**src/rtl/vec_pkg.sv**
```systemverilog
// vec_pkg: shared lane geometry, lane vector type and writeback FSM states.
package vec_pkg;
    localparam int LANES = 16;
    localparam int N = 16;
    localparam int CNT_W = $clog2(LANES);
    localparam int REG_ADDR_W = 4;
    typedef logic [LANES-1:0][N-1:0] lane_vec_t;
    typedef enum logic [1:0] {IDLE, STORE, LOAD, DRAIN} wb_state_t;
endpackage

```
**src/rtl/vector_mem_writeback_if.sv**
```systemverilog
// vector_mem_writeback_if: pipe-register inputs, lane-wide memory port and register-file write port.
interface vector_mem_writeback_if;
    import vec_pkg::*;
    lane_vec_t ALUResultW;
    lane_vec_t writeDataW;
    logic [REG_ADDR_W-1:0] WA3W;
    logic RegWriteW;
    logic MemtoRegW;
    logic MemWriteW;
    logic stall;
    logic [N-1:0] mem_addr;
    logic [N-1:0] mem_wdata;
    logic mem_we;
    logic mem_re;
    logic [N-1:0] mem_rdata;
    logic rf_we;
    logic [REG_ADDR_W-1:0] rf_wa;
    lane_vec_t rf_wd;
    modport slave (
        input ALUResultW, writeDataW, WA3W, RegWriteW, MemtoRegW, MemWriteW, mem_rdata,
        output stall, mem_addr, mem_wdata, mem_we, mem_re, rf_we, rf_wa, rf_wd
    );
    modport master (
        output ALUResultW, writeDataW, WA3W, RegWriteW, MemtoRegW, MemWriteW, mem_rdata,
        input stall, mem_addr, mem_wdata, mem_we, mem_re, rf_we, rf_wa, rf_wd
    );
endinterface

```
**src/rtl/vector_mem_writeback_lane_buffer.sv**
```systemverilog
// vector_lane_buffer: LANES x N register array with full-vector load, single-lane write and indexed read.
module vector_lane_buffer
    import vec_pkg::*;
(
    input  logic clk,
    input  logic rst,
    input  logic load_en,
    input  lane_vec_t load_vec,
    input  logic wr_en,
    input  logic [CNT_W-1:0] wr_idx,
    input  logic [N-1:0] wr_data,
    input  logic [CNT_W-1:0] rd_idx,
    output logic [N-1:0] rd_data,
    output lane_vec_t q
);
    lane_vec_t mem_q, mem_d;
    always_comb begin
        mem_d = mem_q;
        if (load_en) mem_d = load_vec;
        else if (wr_en) mem_d[wr_idx] = wr_data;
    end
    always_ff @(posedge clk) begin
        if (rst) mem_q <= '0;
        else mem_q <= mem_d;
    end
    assign rd_data = mem_q[rd_idx];
    assign q = mem_q;
endmodule

```
**src/rtl/vector_mem_writeback.sv**
```systemverilog
// vector_mem_writeback: Execute->Writeback consumer; scatters stores and gathers loads one lane
// per cycle, stalling the pipe while busy, and drives the vector register-file write port.
module vector_mem_writeback
    import vec_pkg::*;
(
    input logic clk,
    input logic reset,
    vector_mem_writeback_if.slave bus
);
    wb_state_t state_q, state_d;
    logic [CNT_W-1:0] cnt_q, cnt_d, ld_idx;
    logic [REG_ADDR_W-1:0] wa3_q, wa3_d, rf_wa_q, rf_wa_d;
    logic rf_we_q, rf_we_d;
    lane_vec_t rf_wd_q, rf_wd_d, ld_vec, unused_addr_q, unused_data_q;
    logic [N-1:0] addr_lane, data_lane, unused_ld_lane;
    logic cap, ld_wr, last;
    assign last = cnt_q == CNT_W'(LANES - 1);
    assign ld_idx = cnt_q - 1'b1;
    always_comb begin
        state_d = state_q;
        cnt_d = cnt_q;
        wa3_d = wa3_q;
        rf_we_d = 1'b0;
        rf_wa_d = rf_wa_q;
        rf_wd_d = rf_wd_q;
        cap = 1'b0;
        ld_wr = 1'b0;
        unique case (state_q)
            IDLE: begin
                cnt_d = '0;
                if (bus.MemWriteW) begin
                    state_d = STORE;
                    cap = 1'b1;
                end else if (bus.MemtoRegW && bus.RegWriteW) begin
                    state_d = LOAD;
                    cap = 1'b1;
                    wa3_d = bus.WA3W;
                end else if (bus.RegWriteW && !bus.MemtoRegW) begin
                    rf_we_d = 1'b1;
                    rf_wa_d = bus.WA3W;
                    rf_wd_d = bus.ALUResultW;
                end
            end
            STORE: begin
                cnt_d = cnt_q + 1'b1;
                state_d = last ? IDLE : STORE;
            end
            LOAD: begin
                // read data lags the address by one cycle, so lane cnt-1 lands now
                cnt_d = cnt_q + 1'b1;
                ld_wr = cnt_q != '0;
                state_d = last ? DRAIN : LOAD;
            end
            DRAIN: begin
                state_d = IDLE;
                rf_we_d = 1'b1;
                rf_wa_d = wa3_q;
                rf_wd_d = ld_vec;
                rf_wd_d[LANES-1] = bus.mem_rdata;
            end
            default: state_d = IDLE;
        endcase
    end
    always_ff @(posedge clk) begin
        if (reset) begin
            state_q <= IDLE;
            cnt_q <= '0;
            wa3_q <= '0;
            rf_we_q <= 1'b0;
            rf_wa_q <= '0;
            rf_wd_q <= '0;
        end else begin
            state_q <= state_d;
            cnt_q <= cnt_d;
            wa3_q <= wa3_d;
            rf_we_q <= rf_we_d;
            rf_wa_q <= rf_wa_d;
            rf_wd_q <= rf_wd_d;
        end
    end
    vector_lane_buffer u_addr (
        .clk(clk), .rst(reset), .load_en(cap), .load_vec(bus.ALUResultW),
        .wr_en(1'b0), .wr_idx('0), .wr_data('0),
        .rd_idx(cnt_q), .rd_data(addr_lane), .q(unused_addr_q)
    );
    vector_lane_buffer u_data (
        .clk(clk), .rst(reset), .load_en(cap), .load_vec(bus.writeDataW),
        .wr_en(1'b0), .wr_idx('0), .wr_data('0),
        .rd_idx(cnt_q), .rd_data(data_lane), .q(unused_data_q)
    );
    vector_lane_buffer u_ld (
        .clk(clk), .rst(reset), .load_en(1'b0), .load_vec('0),
        .wr_en(ld_wr), .wr_idx(ld_idx), .wr_data(bus.mem_rdata),
        .rd_idx(cnt_q), .rd_data(unused_ld_lane), .q(ld_vec)
    );
    assign bus.stall = state_q != IDLE;
    assign bus.mem_we = state_q == STORE;
    assign bus.mem_re = state_q == LOAD;
    assign bus.mem_addr = (state_q == STORE || state_q == LOAD) ? addr_lane : '0;
    assign bus.mem_wdata = (state_q == STORE) ? data_lane : '0;
    assign bus.rf_we = rf_we_q;
    assign bus.rf_wa = rf_wa_q;
    assign bus.rf_wd = rf_wd_q;
endmodule
```
**src/flat_wrapper.sv**
```systemverilog
// flat-port wrapper written by rule: the top's interface ports become plain ports
module vector_mem_writeback_flat import vec_pkg::*;
  (clk, reset, bus_ALUResultW, bus_writeDataW, bus_WA3W, bus_RegWriteW, bus_MemtoRegW, bus_MemWriteW, bus_mem_rdata, bus_stall, bus_mem_addr, bus_mem_wdata, bus_mem_we, bus_mem_re, bus_rf_we, bus_rf_wa, bus_rf_wd);
  vector_mem_writeback_if bus_i ();
  input logic clk;
  input logic reset;
  input wire logic [$bits(bus_i.ALUResultW)-1:0] bus_ALUResultW;
  input wire logic [$bits(bus_i.writeDataW)-1:0] bus_writeDataW;
  input wire logic [$bits(bus_i.WA3W)-1:0] bus_WA3W;
  input wire logic [$bits(bus_i.RegWriteW)-1:0] bus_RegWriteW;
  input wire logic [$bits(bus_i.MemtoRegW)-1:0] bus_MemtoRegW;
  input wire logic [$bits(bus_i.MemWriteW)-1:0] bus_MemWriteW;
  input wire logic [$bits(bus_i.mem_rdata)-1:0] bus_mem_rdata;
  output wire logic [$bits(bus_i.stall)-1:0] bus_stall;
  output wire logic [$bits(bus_i.mem_addr)-1:0] bus_mem_addr;
  output wire logic [$bits(bus_i.mem_wdata)-1:0] bus_mem_wdata;
  output wire logic [$bits(bus_i.mem_we)-1:0] bus_mem_we;
  output wire logic [$bits(bus_i.mem_re)-1:0] bus_mem_re;
  output wire logic [$bits(bus_i.rf_we)-1:0] bus_rf_we;
  output wire logic [$bits(bus_i.rf_wa)-1:0] bus_rf_wa;
  output wire logic [$bits(bus_i.rf_wd)-1:0] bus_rf_wd;
  assign bus_i.ALUResultW = bus_ALUResultW;
  assign bus_i.writeDataW = bus_writeDataW;
  assign bus_i.WA3W = bus_WA3W;
  assign bus_i.RegWriteW = bus_RegWriteW;
  assign bus_i.MemtoRegW = bus_MemtoRegW;
  assign bus_i.MemWriteW = bus_MemWriteW;
  assign bus_i.mem_rdata = bus_mem_rdata;
  assign bus_stall = bus_i.stall;
  assign bus_mem_addr = bus_i.mem_addr;
  assign bus_mem_wdata = bus_i.mem_wdata;
  assign bus_mem_we = bus_i.mem_we;
  assign bus_mem_re = bus_i.mem_re;
  assign bus_rf_we = bus_i.rf_we;
  assign bus_rf_wa = bus_i.rf_wa;
  assign bus_rf_wd = bus_i.rf_wd;
  vector_mem_writeback u_core (.clk(clk), .reset(reset), .bus(bus_i));
endmodule
```
**config.mk**
```make
export PLATFORM = sky130hd
export DESIGN_NAME = vector_mem_writeback_flat
export DESIGN_NICKNAME = d
export VERILOG_FILES = /design/src/rtl/vec_pkg.sv /design/src/rtl/vector_mem_writeback_if.sv /design/src/rtl/vector_mem_writeback_lane_buffer.sv /design/src/rtl/vector_mem_writeback.sv /design/src/flat_wrapper.sv
export SDC_FILE = /design/constraint.sdc
export NUM_CORES = 2
export LEC_CHECK = 0
export CAP_MARGIN = 20
export CORE_AREA = 3 3 327 329
export DETAILED_ROUTE_END_ITERATION = 8
export DIE_AREA = 0 0 330 332
export PLACE_DENSITY = 0.71
export SKIP_LAST_GASP = 1
export SYNTH_ARGS = -nofsm -noshare
export SYNTH_HDL_FRONTEND = slang
export SYNTH_SLANG_ARGS = --single-unit
export TNS_END_PERCENT = 5
```
**constraint.sdc**
```tcl
create_clock -name clk -period 3.12 [get_ports clk]
set_input_delay 0.624 -clock clk [delete_from_list [all_inputs] [get_ports clk]]
set_output_delay 0.624 -clock clk [all_outputs]
set_load 0.05 [all_outputs]
```
## Word-level counts from Yosys, hierarchy flattened

Cells that the tools add are included.

- Input bits: 537
- Register bits after elaboration: 1039
- Output and inout bits: 296
- Word-level logic and storage cells: 127

- Eq/ne operators: 8
- Add/sub/neg operators: 2
- Reductions and logical operators: 13
- $lt $le $gt $ge: 3
- Multiplexer cells: 31
- Bitwise logic cells: 1

Operators with widths:

| operator | count |
|---|---|
| 256-bit 2-to-1 mux | 3 |
| 256-bit one-hot mux with 2 select lines | 1 |
| 256-bit bitwise mux | 1 |
| 16-bit binary-select mux with 4-bit select | 2 |
| 16-bit 2-to-1 mux | 5 |
| 16-bit demux with 4-bit select | 1 |
| 4-bit one-hot mux with 2 select lines | 2 |
| 4-bit 2-to-1 mux | 3 |
| 4-bit by 5-bit < comparator with 1-bit output, second input constant | 2 |
| 1-bit 2-to-1 mux | 9 |
| 2-bit one-hot mux with 4 select lines | 1 |
| 2-bit nonzero test | 3 |
| 4-bit by 1-bit adder with 4-bit output, second input constant | 1 |
| 2-bit equality test, second input constant | 2 |
| 4-bit equality test, second input constant | 1 |
| 4-bit by 1-bit >= comparator with 1-bit output, second input constant | 1 |
| 2-bit 2-to-1 mux | 2 |
| 2-bit != test, second input constant | 2 |
| 4-bit AND reduction | 1 |
| 4-bit nonzero test | 1 |
| 4-bit by 1-bit subtractor with 4-bit output, second input constant | 1 |
| 1-bit logical AND | 3 |
| 3-bit by 2-bit != test with 1-bit output, second input constant | 1 |
| 3-bit AND reduction | 1 |
| other kinds (8) | 8 |

## Logic depth before layout (Yosys ltp)

- Word-level depth: 6
- Depth in mapped cells: 11
- Mapped depth without buffers: 6

## Cells and area by module

From an unflattened synthesis, not the netlist that was laid out.

- Cells, all modules: 6279
- Area, all modules: 55744.7 µm²

By module, submodules not included:

| module | area each (µm²) | instances | seq. area each (µm²) | cells an instance |
|---|---|---|---|---|
| vector_lane_buffer at u_core.u_data ... | 13993.4 | 2 | 5124.9 | 1660 |
| vector_lane_buffer at u_core.u_addr | 14069.7 | 1 | 5124.9 | 1660 |
| vector_mem_writeback | 13688.1 | 1 | 5425.2 | 1299 |

## Worst setup path before layout

OpenSTA, ideal clock, no wires.

- Path kind: register to output
- Start point: reg u_core.cnt_q[0]
- End point: out bus_mem_wdata[10]
- Path buffers: 3
- Cell stages (with the launch flop): 8
- Path slack: -0.044 ns
- Arrival: 2.540 ns
- Required time: 2.496 ns
- Cell sequence: dfxtp_1 buf_2 buf_2 nor2_1 clkbuf_1 a22oi_1 nand2_1 o21ai_0

- Word-level cells in the longest chain between the ends: 3

Ends and longest elaborated chain:

| item | RTL line | text |
|---|---|---|
| from (decl) | vector_mem_writeback.sv:11 | `logic [CNT_W-1:0] cnt_q, cnt_d, ld_idx;` |
| from (signal assigned) | vector_mem_writeback.sv:74 | `cnt_q <= cnt_d;` |
| 16-bit binary-select mux with 4-bit select | vector_mem_writeback_lane_buffer.sv:26 | `assign rd_data = mem_q[rd_idx];` |
| 16-bit 2-to-1 mux (not written as such) | vector_mem_writeback_lane_buffer.sv:26 |  |
| 16-bit 2-to-1 mux | vector_mem_writeback.sv:100 | `assign bus.mem_wdata = (state_q == STORE) ? data_lane : '0;` |
| to (decl) | flat_wrapper.sv:16 | `output wire logic [$bits(bus_i.mem_wdata)-1:0] bus_mem_wdata;` |

Every way passes these cells. The select of a mux whose other input is x is not followed.

## Worst setup path in the final report

- Start point: reg u_core.cnt_q[0]
- End point: out bus_mem_wdata[1]

The elaborated chain is that of the path after synthesis.

==> results.py <==
metrics = {
    "place": {
        "gp_congestion": 0.9084,
        "place_hpwl_um": 121600,
        "port_buffers": 832,
        "place_ws_ps": 88.02,
        "postPlaceCellArea_um2": 52650,
    },
    "synth": {
        "yosys.area_share.simple": 0.1646,
        "syn_area_um2": 42730,
        "synth_flop_cell": "dfxtp_1",
        "synthArstFlopShare": 0,
        "yosysMostFrequentCell": "nand2_1",
        "syn_inst": 4690,
        "synth_top_cell_area_share": 0.4793,
        "synth-edff-count": 0,
        "synth_xor_xnor_area_share": 0,
        "yosysSeqAreaShare": 0.4793,
        "synth_area_leaders": "dfxtp_1, mux2i_1, nand2_1",
        "synth_cell_type_count": 41,
        "synthAdderAreaFrac": 0.003221,
        "synth.largest_area_cell": "dfxtp_1",
        "synthMuxAreaShare": 0.1821,
        "synth_top_family_by_area": "multiplexers",
        "postSynthAreaPerCell_um2": 9.110,
        "syn_nets": 5238,
        "yosys-top-cells-count": "nand2_1, dfxtp_1, mux2i_1, a21oi_1, clkbuf_1",
        "synth-compound-area-share": 0.1304,
        "yosysWarnings": 0,
        "ys_ff_latch": 1023,
    },
    "routing": {
        "route.detailed.drc": 0,
        "firstDrtPassIters": 6,
        "wl_per_cell_um": 24.77,
        "vias": 37434,
        "via_per_inst": 5.433,
        "drt_iter0_markers": 3351,
        "ant_nets": 0,
        "drt-total-wl_um": 170600,
    },
    "global_route": {
        "grt_pass1_wl_um": 241800,
        "gr-total-overflow": 0,
        "antenna_found_initial": 57,
        "grt_pass1_vias": 35731,
        "grt_usage": 0.2970,
        "grt_max_degree": 138,
    },
    "floorplanning": {
        "dieHeight_um": 332,
        "core_um2": 103800,
        "start_util": 0.4117,
        "die_area_um2": 109600,
        "num_rows": 118,
        "die_w_um": 330,
        "ioPinCount": 833,
    },
    "clock_tree": {
        "cts_tree": "done",
        "cts_buffers": 111,
        "clkSinkCount": 1023,
        "cts-root-buf": "clkbuf_16",
        "cts_buffer_depth": 3,
        "clock_latency_ps": 710,
        "clk_pin_slew_worst_paths_ps": 60,
        "htreeDepth": 3,
        "postCtsHoldBufs": 0,
    },
    "sta": {
        "worst-slew-pin-transition_ps": 986.7,
        "setup_ws_ps": -72.06,
        "slew_headroom": 0.3422,
        "finalCriticalPeriod_ps": 3192,
        "hold_violations": 0,
        "finalSetupTns_ps": -692.1,
        "timing.fmax_mhz": 313.3,
        "post-route-period-util": 1.023,
        "fin_worst_skew_ps": 25.99,
        "slew_violations": 0,
        "setup-violations-final": 22,
        "rsz0062_at_grt": "yes",
    },
    "setup_path": {
        "cp-startpoint": "u_core.cnt_q[0]$_SDFFE_PP0P_",
        "endpoint": "bus_mem_wdata[1]",
        "r2r_setup_slack_ps": 230,
        "worstPathArrival_ps": 2570,
        "worstPathCellList": "buf_12, buf_16, mux4_2, a22oi_1, o21ai_1, buf_4",
        "rr_worst_depth": 9,
        "crit_type": "reg -> out",
        "cpMaxStageDelayCell": "mux4_2",
        "startpoint_type": "flop",
        "cpPeakStageDelay_ps": 570,
        "r2r-end": "u_core.u_ld.q[131]$_SDFFE_PP0P_",
        "timing.rr.start": "u_core.cnt_q[1]$_SDFFE_PP0P_",
        "path_max_fanout": 5,
        "worstPathRequired_ps": 2500,
        "endpoint_kind": "output port",
    },
    "flow_run": {
        "maxCapViolCount": 0,
    },
    "outcome": {
        "violations": "setup timing",
        "status": "complete, but fails checks",
    },
    "layout": {
        "area_growth_pct": 34.91,
        "finalInstanceArea_um2": 57640,
        "multiInputGateArea_um2": 20860,
        "fin_nets": 5929,
        "regArea_um2": 20490,
        "drive_gt1_frac": 0.09674,
        "fillers": 9152,
    },
    "power_and_ir_drop": {
        "p_leak_nw": 21.42,
        "p_total_w": 0.03465,
        "power_density_nw_per_um2": 601.1,
        "peakVddDrop_mv": 0.4323,
    },
    "worst_hold_path": {
        "hp-class": "in -> reg",
    },
}
flip-flops by register name, indices dropped and copies added (netlist names):
name	cells
u_core.u_ld.q	240
u_core.u_data.q	256
u_core.bus.rf_wd	256
u_core.bus.rf_we	1
u_core.u_addr.q	256
u_core.bus.rf_wa	4
u_core.state_q	2
u_core.wa3_q	4
u_core.cnt_q	4
what timing repair did:
item,CTS,global route
endpoints found under the setup margin,32,33
pin swaps,17,4
gates cloned,9,2
hold endpoints to repair,0,0
buffers inserted,22,2
gates resized for setup,101,29
per-stage QoR:
stage	cells	utilization	hold slack (ps)
floorplan	4690	-	433.1
global placement	6615	0.5072	436.8
detailed placement	6615	0.5072	443.9
CTS	6846	0.5530	296.2
global route	6882	0.5552	339.7
finish	6890	0.5554	357.3
worst max-delay path: cells and delay by family (launching register included):
kind / cells / cell delay (ps)
AOI/OAI and AO/OA: 2 / 370
buffers and inverters: 3 / 500
DFF: 1 / 380
muxes: 1 / 570
placed cells by master (no fill, tap or decap), drive strengths merged, types with 3 or more instances in the layout:
master	count
bufinv	12
and3	3
o21ai	36
clkinvlp	3
a22oi	97
clkdlybuf4s50	794
nand2	1059
dfxtp	1023
nand4	11
mux2i	632
nand3	4
nor2	271
a211oi	262
buf	189
diode	42
nand2b	261
clkinv	20
clkbuf	164
mux4	64
ha	11
nor2b	4
a21oi	518
inv	8
area by class of cell:
| cell class | count | share of cell area |
|---|---|---|
| clock inverters | 38 | 0.01083 |
| repair buffers | 987 | 0.1826 |
| flip-flops and latches | 1023 | 0.3555 |
| inverters | 5 | 0.0003256 |
| clock buffers | 162 | 0.05709 |
| well taps | 1380 | 0.02995 |
| diodes | 42 | 0.001823 |
| multi-input cells | 3253 | 0.3619 |
routing by layer:
layer	share of wire	routed length [µm]	vias up	track usage
met5	0.00067	115	-	0
met4	0.043	7287	16	0.1379
met3	0.081	13850	311	0.07168
met2	0.47	79590	1450	0.4726
met1	0.41	69790	18108	0.3792
li1	-	-	17549	-
report_power, final:
group	switching, W	leakage [nW]	internal (W)
Clock	0.00571	1.91	0.00832
Combinational	0.00382	11.1	0.00244
Sequential	0.000496	8.36	0.0139
Total	0.0100	21.4	0.0246
worst min-delay path by stage:
stage,start,to,cells after the start
floorplan,u_core.u_addr.q[160]$_SDFFE_PP0P_,u_core.u_addr.q[160]$_SDFFE_PP0P_,2
global placement,u_core.u_addr.q[231]$_SDFFE_PP0P_,u_core.u_addr.q[231]$_SDFFE_PP0P_,2
global route,reset,u_core.u_addr.q[121]$_SDFFE_PP0P_,2
CTS,reset,u_core.u_addr.q[103]$_SDFFE_PP0P_,2
detailed placement,u_core.u_addr.q[164]$_SDFFE_PP0P_,u_core.u_addr.q[164]$_SDFFE_PP0P_,2
finish,reset,u_core.u_addr.q[121]$_SDFFE_PP0P_,2
kinds of logic after synthesis:
kind of cell,Yosys count
AND/OR/NAND/NOR,1625
adder cells (fa/ha/maj),11
multiplexers,697
AO/OA/AOI/OAI,920
buffers and inverters,414
flip-flops,1023
(Power assumes the default switching activity.)
